<file path="src/rtl/mem_if_pkg.sv">
// Shared memory-interface definitions: opcodes, bus widths and arbiter states.
package mem_if_pkg;

    localparam int unsigned MEM_ADDR_W = 24;
    localparam int unsigned MEM_DATA_W = 8;

    localparam logic [1:0] OP_RD_KEY  = 2'b00;
    localparam logic [1:0] OP_RD_TEXT = 2'b01;
    localparam logic [1:0] OP_WR_RES  = 2'b10;
    localparam logic [1:0] OP_RDSR    = 2'b11;

    typedef enum logic [1:0] {
        ST_IDLE,
        ST_ISSUE,
        ST_BUSY
    } arb_state_t;

endpackage

</file>
<file path="src/rtl/mem_rr_arbiter.sv">
// Combinational round-robin winner select, searching upward from last_grant+1.
// MEM_ARB_KEY_PRIO_EN: requester 0 overrides the rotation whenever it requests.
module mem_rr_arbiter #(
    parameter int unsigned NUM_REQ = 3
) (
    input  logic [NUM_REQ-1:0]         req,
    input  logic [$clog2(NUM_REQ)-1:0] last_grant,
    output logic [NUM_REQ-1:0]         gnt,
    output logic                       gnt_any
);

    logic [NUM_REQ-1:0] rr_req;
    int unsigned        idx;

    always_comb begin
        rr_req  = req;
        gnt     = '0;
        gnt_any = 1'b0;
        idx     = 0;
`ifdef MEM_ARB_KEY_PRIO_EN
        rr_req[0] = 1'b0;
        if (req[0]) begin
            gnt[0]  = 1'b1;
            gnt_any = 1'b1;
        end
`endif
        for (int unsigned i = 1; i <= NUM_REQ; i++) begin
            idx = 32'(last_grant) + i;
            if (idx >= NUM_REQ)
                idx = idx - NUM_REQ;
            if (!gnt_any && rr_req[idx]) begin
                gnt[idx] = 1'b1;
                gnt_any  = 1'b1;
            end
        end
    end

endmodule

</file>
<file path="src/rtl/mem_cmd_arbiter.sv">
// Shares the memory transaction FSM command/data port among NUM_REQ requesters.
// Optional build macro MEM_ARB_KEY_PRIO_EN gives requester 0 strict priority.
module mem_cmd_arbiter
    import mem_if_pkg::*;
#(
    parameter int unsigned NUM_REQ     = 3,
    parameter int unsigned TIMEOUT_CYC = 4096
) (
    input  logic                              clk,
    input  logic                              rst_n,
    input  logic [NUM_REQ-1:0]                req_valid,
    input  logic [2*NUM_REQ-1:0]              req_opcode,
    input  logic [MEM_ADDR_W*NUM_REQ-1:0]     req_addr,
    output logic [NUM_REQ-1:0]                req_ready,
    input  logic [NUM_REQ-1:0]                req_wdata_valid,
    input  logic [MEM_DATA_W*NUM_REQ-1:0]     req_wdata,
    output logic [NUM_REQ-1:0]                req_wdata_ready,
    output logic [NUM_REQ-1:0]                req_rdata_valid,
    output logic [MEM_DATA_W-1:0]             req_rdata,
    input  logic [NUM_REQ-1:0]                req_rdata_ready,
    output logic [NUM_REQ-1:0]                req_done,
    output logic                              req_err,
    output logic                              fsm_cmd_valid,
    output logic [1:0]                        fsm_cmd_opcode,
    output logic [MEM_ADDR_W-1:0]             fsm_cmd_addr,
    input  logic                              fsm_cmd_ready,
    output logic                              fsm_wr_data_valid,
    output logic [MEM_DATA_W-1:0]             fsm_wr_data,
    input  logic                              fsm_data_ready,
    input  logic                              fsm_rd_valid,
    input  logic [MEM_DATA_W-1:0]             fsm_rd_data,
    output logic                              fsm_rd_ready,
    input  logic                              op_done,
    output logic [$clog2(NUM_REQ)-1:0]        grant_id,
    output logic                              arb_busy
);

    localparam int unsigned IDX_W = $clog2(NUM_REQ);
    localparam int unsigned CNT_W = $clog2(TIMEOUT_CYC);
    localparam logic [CNT_W-1:0] TO_LAST = CNT_W'(TIMEOUT_CYC - 1);

    arb_state_t              state_q, state_d;
    logic [IDX_W-1:0]        last_q, last_d;
    logic [CNT_W-1:0]        cnt_q, cnt_d;
    logic [NUM_REQ-1:0]      arb_gnt;
    logic                    arb_any;
    logic [IDX_W-1:0]        arb_idx;

    logic                    cmd_valid_d;
    logic [1:0]              opcode_d;
    logic [MEM_ADDR_W-1:0]   addr_d;
    logic [IDX_W-1:0]        grant_d;
    logic                    busy_d;
    logic [NUM_REQ-1:0]      ready_d;
    logic [NUM_REQ-1:0]      done_d;
    logic                    err_d;

    mem_rr_arbiter #(
        .NUM_REQ(NUM_REQ)
    ) u_rr_arbiter (
        .req        (req_valid),
        .last_grant (last_q),
        .gnt        (arb_gnt),
        .gnt_any    (arb_any)
    );

    always_comb begin
        arb_idx = '0;
        for (int unsigned i = 0; i < NUM_REQ; i++)
            if (arb_gnt[i])
                arb_idx = IDX_W'(i);
    end

    always_ff @(posedge clk or negedge rst_n) begin
        if (!rst_n) begin
            state_q        <= ST_IDLE;
            last_q         <= IDX_W'(NUM_REQ - 1);
            cnt_q          <= '0;
            fsm_cmd_valid  <= 1'b0;
            fsm_cmd_opcode <= '0;
            fsm_cmd_addr   <= '0;
            grant_id       <= '0;
            arb_busy       <= 1'b0;
            req_ready      <= '0;
            req_done       <= '0;
            req_err        <= 1'b0;
        end else begin
            state_q        <= state_d;
            last_q         <= last_d;
            cnt_q          <= cnt_d;
            fsm_cmd_valid  <= cmd_valid_d;
            fsm_cmd_opcode <= opcode_d;
            fsm_cmd_addr   <= addr_d;
            grant_id       <= grant_d;
            arb_busy       <= busy_d;
            req_ready      <= ready_d;
            req_done       <= done_d;
            req_err        <= err_d;
        end
    end

    always_comb begin
        state_d     = state_q;
        last_d      = last_q;
        cnt_d       = cnt_q;
        cmd_valid_d = fsm_cmd_valid;
        opcode_d    = fsm_cmd_opcode;
        addr_d      = fsm_cmd_addr;
        grant_d     = grant_id;
        busy_d      = arb_busy;
        ready_d     = '0;
        done_d      = '0;
        err_d       = 1'b0;
        unique case (state_q)
            ST_IDLE: begin
                if (arb_any) begin
                    opcode_d    = req_opcode[2*arb_idx +: 2];
                    addr_d      = req_addr[MEM_ADDR_W*arb_idx +: MEM_ADDR_W];
                    grant_d     = arb_idx;
                    busy_d      = 1'b1;
                    cmd_valid_d = 1'b1;
                    state_d     = ST_ISSUE;
                end
            end
            ST_ISSUE: begin
                if (fsm_cmd_ready) begin
                    ready_d[grant_id] = 1'b1;
                    cmd_valid_d       = 1'b0;
                    cnt_d             = '0;
                    state_d           = ST_BUSY;
                end
            end
            ST_BUSY: begin
                // op_done takes precedence over a coincident timeout
                if (op_done || cnt_q == TO_LAST) begin
                    done_d[grant_id] = 1'b1;
                    err_d            = !op_done;
                    busy_d           = 1'b0;
                    state_d          = ST_IDLE;
`ifdef MEM_ARB_KEY_PRIO_EN
                    if (grant_id != '0)
                        last_d = grant_id;
`else
                    last_d = grant_id;
`endif
                end else begin
                    cnt_d = cnt_q + 1'b1;
                end
            end
            default: state_d = ST_IDLE;
        endcase
    end

    always_comb begin
        fsm_wr_data_valid = 1'b0;
        fsm_wr_data       = '0;
        req_wdata_ready   = '0;
        req_rdata_valid   = '0;
        req_rdata         = '0;
        fsm_rd_ready      = 1'b0;
        if (state_q == ST_BUSY) begin
            fsm_wr_data_valid         = req_wdata_valid[grant_id];
            fsm_wr_data               = req_wdata[MEM_DATA_W*grant_id +: MEM_DATA_W];
            req_wdata_ready[grant_id] = fsm_data_ready;
            req_rdata_valid[grant_id] = fsm_rd_valid;
            req_rdata                 = fsm_rd_data;
            fsm_rd_ready              = req_rdata_ready[grant_id];
        end
    end

endmodule

</file>
<file path="config.mk">
export PLATFORM = sky130hd
export DESIGN_NAME = mem_cmd_arbiter
export DESIGN_NICKNAME = d
export VERILOG_FILES = /design/src/rtl/mem_if_pkg.sv /design/src/rtl/mem_rr_arbiter.sv /design/src/rtl/mem_cmd_arbiter.sv
export SDC_FILE = /design/constraint.sdc
export NUM_CORES = 1
export LEC_CHECK = 0
export ABC_CLOCK_PERIOD_IN_PS = 2500
export CAP_MARGIN = 20
export CORE_MARGIN = 4
export CORE_UTILIZATION = 35
export CTS_CLUSTER_DIAMETER = 120
export CTS_CLUSTER_SIZE = 28
export DETAILED_ROUTE_END_ITERATION = 8
export GPL_TIMING_DRIVEN = 1
export PLACE_DENSITY = 0.87
export SYNTH_ARGS = -nofsm -noshare
export SYNTH_HDL_FRONTEND = slang
export SYNTH_SLANG_ARGS = --single-unit
</file>
<file path="constraint.sdc">
create_clock -name clk -period 2.5 [get_ports clk]
set_clock_uncertainty 0.1 [all_clocks]
set_input_delay 0.375 -clock clk [delete_from_list [all_inputs] [get_ports clk]]
set_output_delay 0.375 -clock clk [all_outputs]
set_load 0.01 [all_outputs]
</file>
# Word level (Yosys, flattened, before mapping)
# Cells that the tools add are included.
# word_totals
inputBits	125
output_inout_bits	61
reg_bits	53
wordCells	117
# classes
mul	1
n_addsub	7
shifts	3
order_cmp	11
n_eq_ne	7
bitwise	4
n_reduce_logical	20
n_mux	53
# ops
cell	count
$ge A32 B1 Y1 const B	3
$ge A32 B2 Y1 const B	3
$lt A32 B3 Y1 const B	3
$mux W32	3
$sub A32 B2 Y32 const B	3
$shiftx A72 B8 Y24	1
$mux W3	9
$mux W12	2
$pmux W12 S2	1
$shiftx A24 B6 Y8	1
$mux W1	20
$mux W8	2
$add A12 B1 Y12 const B	1
$eq A12 B12 Y1 const B	1
$reduce_and A3 Y1	4
$bmux W1 S2	5
$demux W1 S2	4
$mux W2	4
$ne A2 B2 Y1 const B	4
$add A2 B2 Y3 const B	2
$and A3 B3 Y3	2
$logic_and A1 B1 Y1	6
$or A3 B3 Y3	2
$pmux W2 S3	1
other kinds (13)	19

# Depth between registers and ports, before layout
# depth
word_depth	16
ltp_mapped	11
mapped_depth_nobuf	8

# By module
# From an unflattened synthesis, not the netlist that was laid out.
# hier_totals
cells_unflattened	388
area_unflattened_um2	3290.7
# modules_own_cells
module	seq_area_each_um2	instances	cells_each	area_each_um2
mem_cmd_arbiter	1327.5	1	350	2975.4
mem_rr_arbiter	0.0	1	38	315.3

# Worst setup path after synthesis
# No wires, ideal clock.
# synth_timing
kind	register to register
from	register last_q[1]
to	register fsm_cmd_addr[2]
slack_ns	-0.266
path_stages_with_launch	11
synth_period_minus_slack_ns	2.766
required_time_ns	2.273
arrival_ns	2.539
setup_ns	0.127
n_path_buf	2
cell_sequence	dfstp_2 -> inv_1 -> ha_1 -> and3_1 -> a311o_1 -> or4b_4 -> and2_4 -> buf_6 -> buf_8 -> o221ai_2 -> nand3_1
# synth_via
elab_chain_len	16
word_cells_on_any_way	50
classes_between	add/sub: 6; mul: 1; order compare: 9; shift: 1; mux: 23; bitwise: 2; reduce/logical: 8
# synth_rtl
item	line	source
start: declaration	mem_cmd_arbiter.sv:43	logic [IDX_W-1:0] last_q, last_d;
start signal: assignment	mem_cmd_arbiter.sv:77	last_q <= IDX_W'(NUM_REQ - 1);
start signal: assignment	mem_cmd_arbiter.sv:89	last_q <= last_d;
$add A2 B1 Y3	mem_rr_arbiter.sv:28	idx = 32'(last_grant) + i;
$sub A32 B2 Y32 / $ge A32 B2 Y1 (equally long branches)	mem_rr_arbiter.sv:30, mem_rr_arbiter.sv:29	
$mux W32	mem_rr_arbiter.sv:29	if (idx >= NUM_REQ)
$ge A32 B1 Y1 (implied by the code), or another cell as far along	mem_rr_arbiter.sv:32	gnt[idx] = 1'b1;
$logic_and A1 B1 Y1 (implied by the code) / $mux W1 (equally long branches)	mem_rr_arbiter.sv:32, mem_rr_arbiter.sv:31	
$mux W1, on equally long branches	mem_rr_arbiter.sv:32, mem_rr_arbiter.sv:31	
$demux W1 S2 / $logic_not A1 Y1 (equally long branches)	--	
$mux W3 / $logic_and A1 B1 Y1 (equally long branches)	mem_rr_arbiter.sv:31	if (!gnt_any && rr_req[idx]) begin
$or A3 B3 Y3 (no line) / $mux W1 (equally long branches)	--	
$mux W3 / $logic_not A1 Y1 (equally long branches)	mem_rr_arbiter.sv:31	
$or A3 B3 Y3 (no line) / $logic_and A1 B1 Y1 (equally long branches)	--	
$mux W3	mem_rr_arbiter.sv:31	
$mux W1	mem_cmd_arbiter.sv:70	if (arb_gnt[i])
$mux W2	mem_cmd_arbiter.sv:70	
$mul A2 B2 Y4	mem_cmd_arbiter.sv:118	addr_d = req_addr[MEM_ADDR_W*arb_idx +: MEM_ADDR_W];
$shiftx A72 B8 Y24	mem_cmd_arbiter.sv:118	
end signal: assignment	mem_cmd_arbiter.sv:93	fsm_cmd_addr <= addr_d;
end: declaration	mem_cmd_arbiter.sv:25	output logic [MEM_ADDR_W-1:0] fsm_cmd_addr,
# Several ways; a longest one is shown, not always the timed one. The select of a mux whose other input is x is not followed.
# A chain may end at the register's enable or synchronous reset.

# Worst setup path in the final report
# Same ends and word-level chain as after synthesis.

==> flow_summary.yaml <==
pwr:
  leakage_nw: 2.36
  power_density_mw_per_mm2: 1050
  power_w: 0.00587
  irDropWorstVdd_mv: 0.480
global_routing:
  grt_pass1_vias: 3759
  grt_max_degree: 29
  antenna_found_initial: 0
  grt-ovfl-total: 0
  gr-usage-all-layers_pct: 21.5
  grt_pass1_wl_um: 19100
floorplanning:
  rows: 34
  core_area_mm2: 0.00885
  ioPinCount: 186
  die_area_mm2: 0.0108
  die_width_um: 104
  fp.dieH_um: 104
  start_util_pct: 36.5
timing:
  maxSlewViolCount: 0
  holdWs_ns: -0.00789
  fin_ws_ns: -0.241
  grt_setup_unrepaired: "true"
  tns_ns: -5.58
  worst_slew_pin_slew_ns: 0.679
  fmax_mhz: 365
  finalHoldViolCount: 16
  fin_crit_sh_pct: 110
  report.final.setup_viol: 27
  slew_headroom_pct: 54.7
  min_period_ns: 2.74
route:
  drt-wirelength-per-cell_um: 17.8
  ant_nets: 0
  drt_iter0_drc: 183
  drtPass1Iterations: 4
  num_vias: 3600
  routed_wl_um: 11900
  via_per_inst: 5.36
  drc: 0
cells_and_area:
  synthToLayoutAreaGrowth_pct: 73.5
  fin_util_pct: 63.3
  diodes: 0
  fill_cells: 715
  finalNetCount: 693
  final_cell_count_no_fill: 672
  final_common_cell: "clkdlybuf4s50_1"
  drive_above_1_share_pct: 15.1
  final_cell_mix: "clkdlybuf4s50_1, nand3_1, dfrtp_1, nor2_1, nand2_1"
critical_path:
  crit_required_ns: 2.65
  cp_max_fo: 9
  setup.worst_path.class: "flop to flop"
  crit_arrival_ns: 2.89
  cp-end-kind: "flop"
  cpMaxStageDelayCell: "or4b_4"
  critical_path.cell_chain: "inv_2 > ha_4 > and3_4 > a311o_1 > or4b_4 > a21oi_4 > buf_4 > buf_12 > o221ai_2 > nand3_1"
  crit_family: "simple AND/OR/NAND/NOR gates"
  r2r_setup_slack_ns: -0.24
  path_buf_inv: 3
  crit_path_start_kind: "flop"
  slowest_delay_ns: 0.58
logic_synthesis:
  yosysSeqAreaShare_pct: 41.1
  synthCells: 361
  yosysTopAreaCellShare_pct: 40.3
  ys_types: 42
  syn_nets: 491
  yosys_most_used_dff: "dfrtp_1"
  synth_seq_cells: 53
  synth_area_leaders: "dfrtp_1, o221ai_2, nand3_1"
  synth_async_sr_flop_share_pct: 100
  yosys_warnings: 0
  synth_edf_count: 0
  synth_top_area_cell: "dfrtp_1"
  syn_area_per_cell_um2: 8.95
  syn_area_mm2: 0.00323
clock_tree:
  cts_buffer_depth: 2
  h-tree-depth: 2
  cts_buffers: 5
  cts_hold_buf: 0
  clk_pin_slew_ns: 0.10
  cts-root-buf: "clkbuf_8"
  clk_latency_ns: 0.31
  cts_tree: "yes"
  cts.sinks: 53
placed_design:
  io_buffers: 185
  dp.cells: 653
  gp_congestion: 0.841
  hpwl_um: 8900
job:
  max_cap_viol_count: 0
outcome:
  status: "finished with violations"
  violations: "negative hold slack, negative setup slack"
worst_hold_path:
  hp-class: "input pin to async pin"
==> repair_timing <==
| item | CTS | global route |
|---|---|---|
| setup endpoints to repair | 36 | 36 |
| gates cloned | 3 | 0 |
| pin swaps | 0 | 2 |
| gates resized for setup | 10 | 14 |
| buffers inserted | 6 | 3 |
==> worst register-to-register path, delay by kind of cell (launching register included) <==
kind / cells / cell delay, ns
adders and majority gates: 1 / 0.24
and+or+nand+nor: 3 / 0.84
AOI/OAI and AO/OA: 3 / 0.59
DFF: 1 / 0.56
buffers and inverters: 3 / 0.36
==> logic make-up after synthesis <==
family	synth area share (%)
xor gates and xnor gates	2.44
DFF	41.1
and+or+nand+nor	28.6
adders and majority gates	1.94
buffers and inverters	5.23
muxes	4.15
AOI/OAI and AO/OA	16.5
==> stage by stage <==
step / instance area [um2] / setup WS, ns
finish: 5600 / -0.241
global placement: 5340 / -0.218
floorplan: 3250 / -0.133
detailed placement: 5340 / -0.310
global route: 5600 / -0.319
CTS: 5560 / -0.229
==> layout make-up <==
| type | instances | area, um2 | area share [%] |
|---|---|---|---|
| timing repair buffer | 220 | 2220 | 39.5 |
| multi-input combinational | 278 | 1790 | 31.9 |
| sequential | 53 | 1330 | 23.7 |
| tap | 108 | 135 | 2.41 |
| clock buffer | 5 | 68.8 | 1.23 |
| clock inverter | 3 | 46.3 | 0.826 |
| inverter | 5 | 18.8 | 0.335 |
==> layer usage <==
metal  vias to the layer above  track usage [%]  share of wire, %
li1                       1701                -                 -
met1                      1706             25.3                40
met2                       176             38.3                50
met3                        17             6.39               9.0
met4                         0             5.13               1.6
met5                         -                0                 0
==> synth_stat cells (2+ instances only) <==
cell       n
dfrtp_1   52
nor2_1    45
clkbuf_1  17
nand2_1   45
or3_1      4
o21ai_0    5
ha_1       5
nor4_1     2
buf_1      2
a21oi_1   13
buf_2      3
o221ai_1   7
and2_1    10
nor2b_1    2
and3_1     4
xor2_1     6
mux2_2     3
nand3_1   57
buf_8      2
nor3_1     9
buf_6      3
inv_1      5
nand2b_1   4
o221ai_2  20
xnor2_1    3
mux2i_1   10
nand4_1    7
or2_2      2
==> sequential cells by signal (all words and copies together), names as in the netlist <==
name	count
fsm_cmd_addr	24
cnt_q	12
req_done	3
req_ready	3
fsm_cmd_opcode	2
grant_id	2
last_q	2
state_q	2
arb_busy	1
fsm_cmd_valid	1
req_err	1
==> worst paths after layout <==
path | from | to | depth (start not counted)
setup / recovery | last_q[1] | fsm_cmd_addr[2] | 10
hold / removal | rst_n | req_done[1] | 1
setup reg to reg | last_q[1] | fsm_cmd_addr[2] | 10
hold reg to reg | arb_busy | arb_busy | 2
max in group asynchronous | rst_n | last_q[1] | 2
min in group clk | arb_busy | arb_busy | 2
==> where the power goes <==
part / switching, W / leakage [nW] / internal, W
Sequential: 0.000196 / 0.676 / 0.00116
Clock: 0.000302 / 0.0543 / 0.000300
Combinational: 0.00199 / 1.63 / 0.00192
Total: 0.00249 / 2.36 / 0.00338
(Power assumes the default switching activity.)
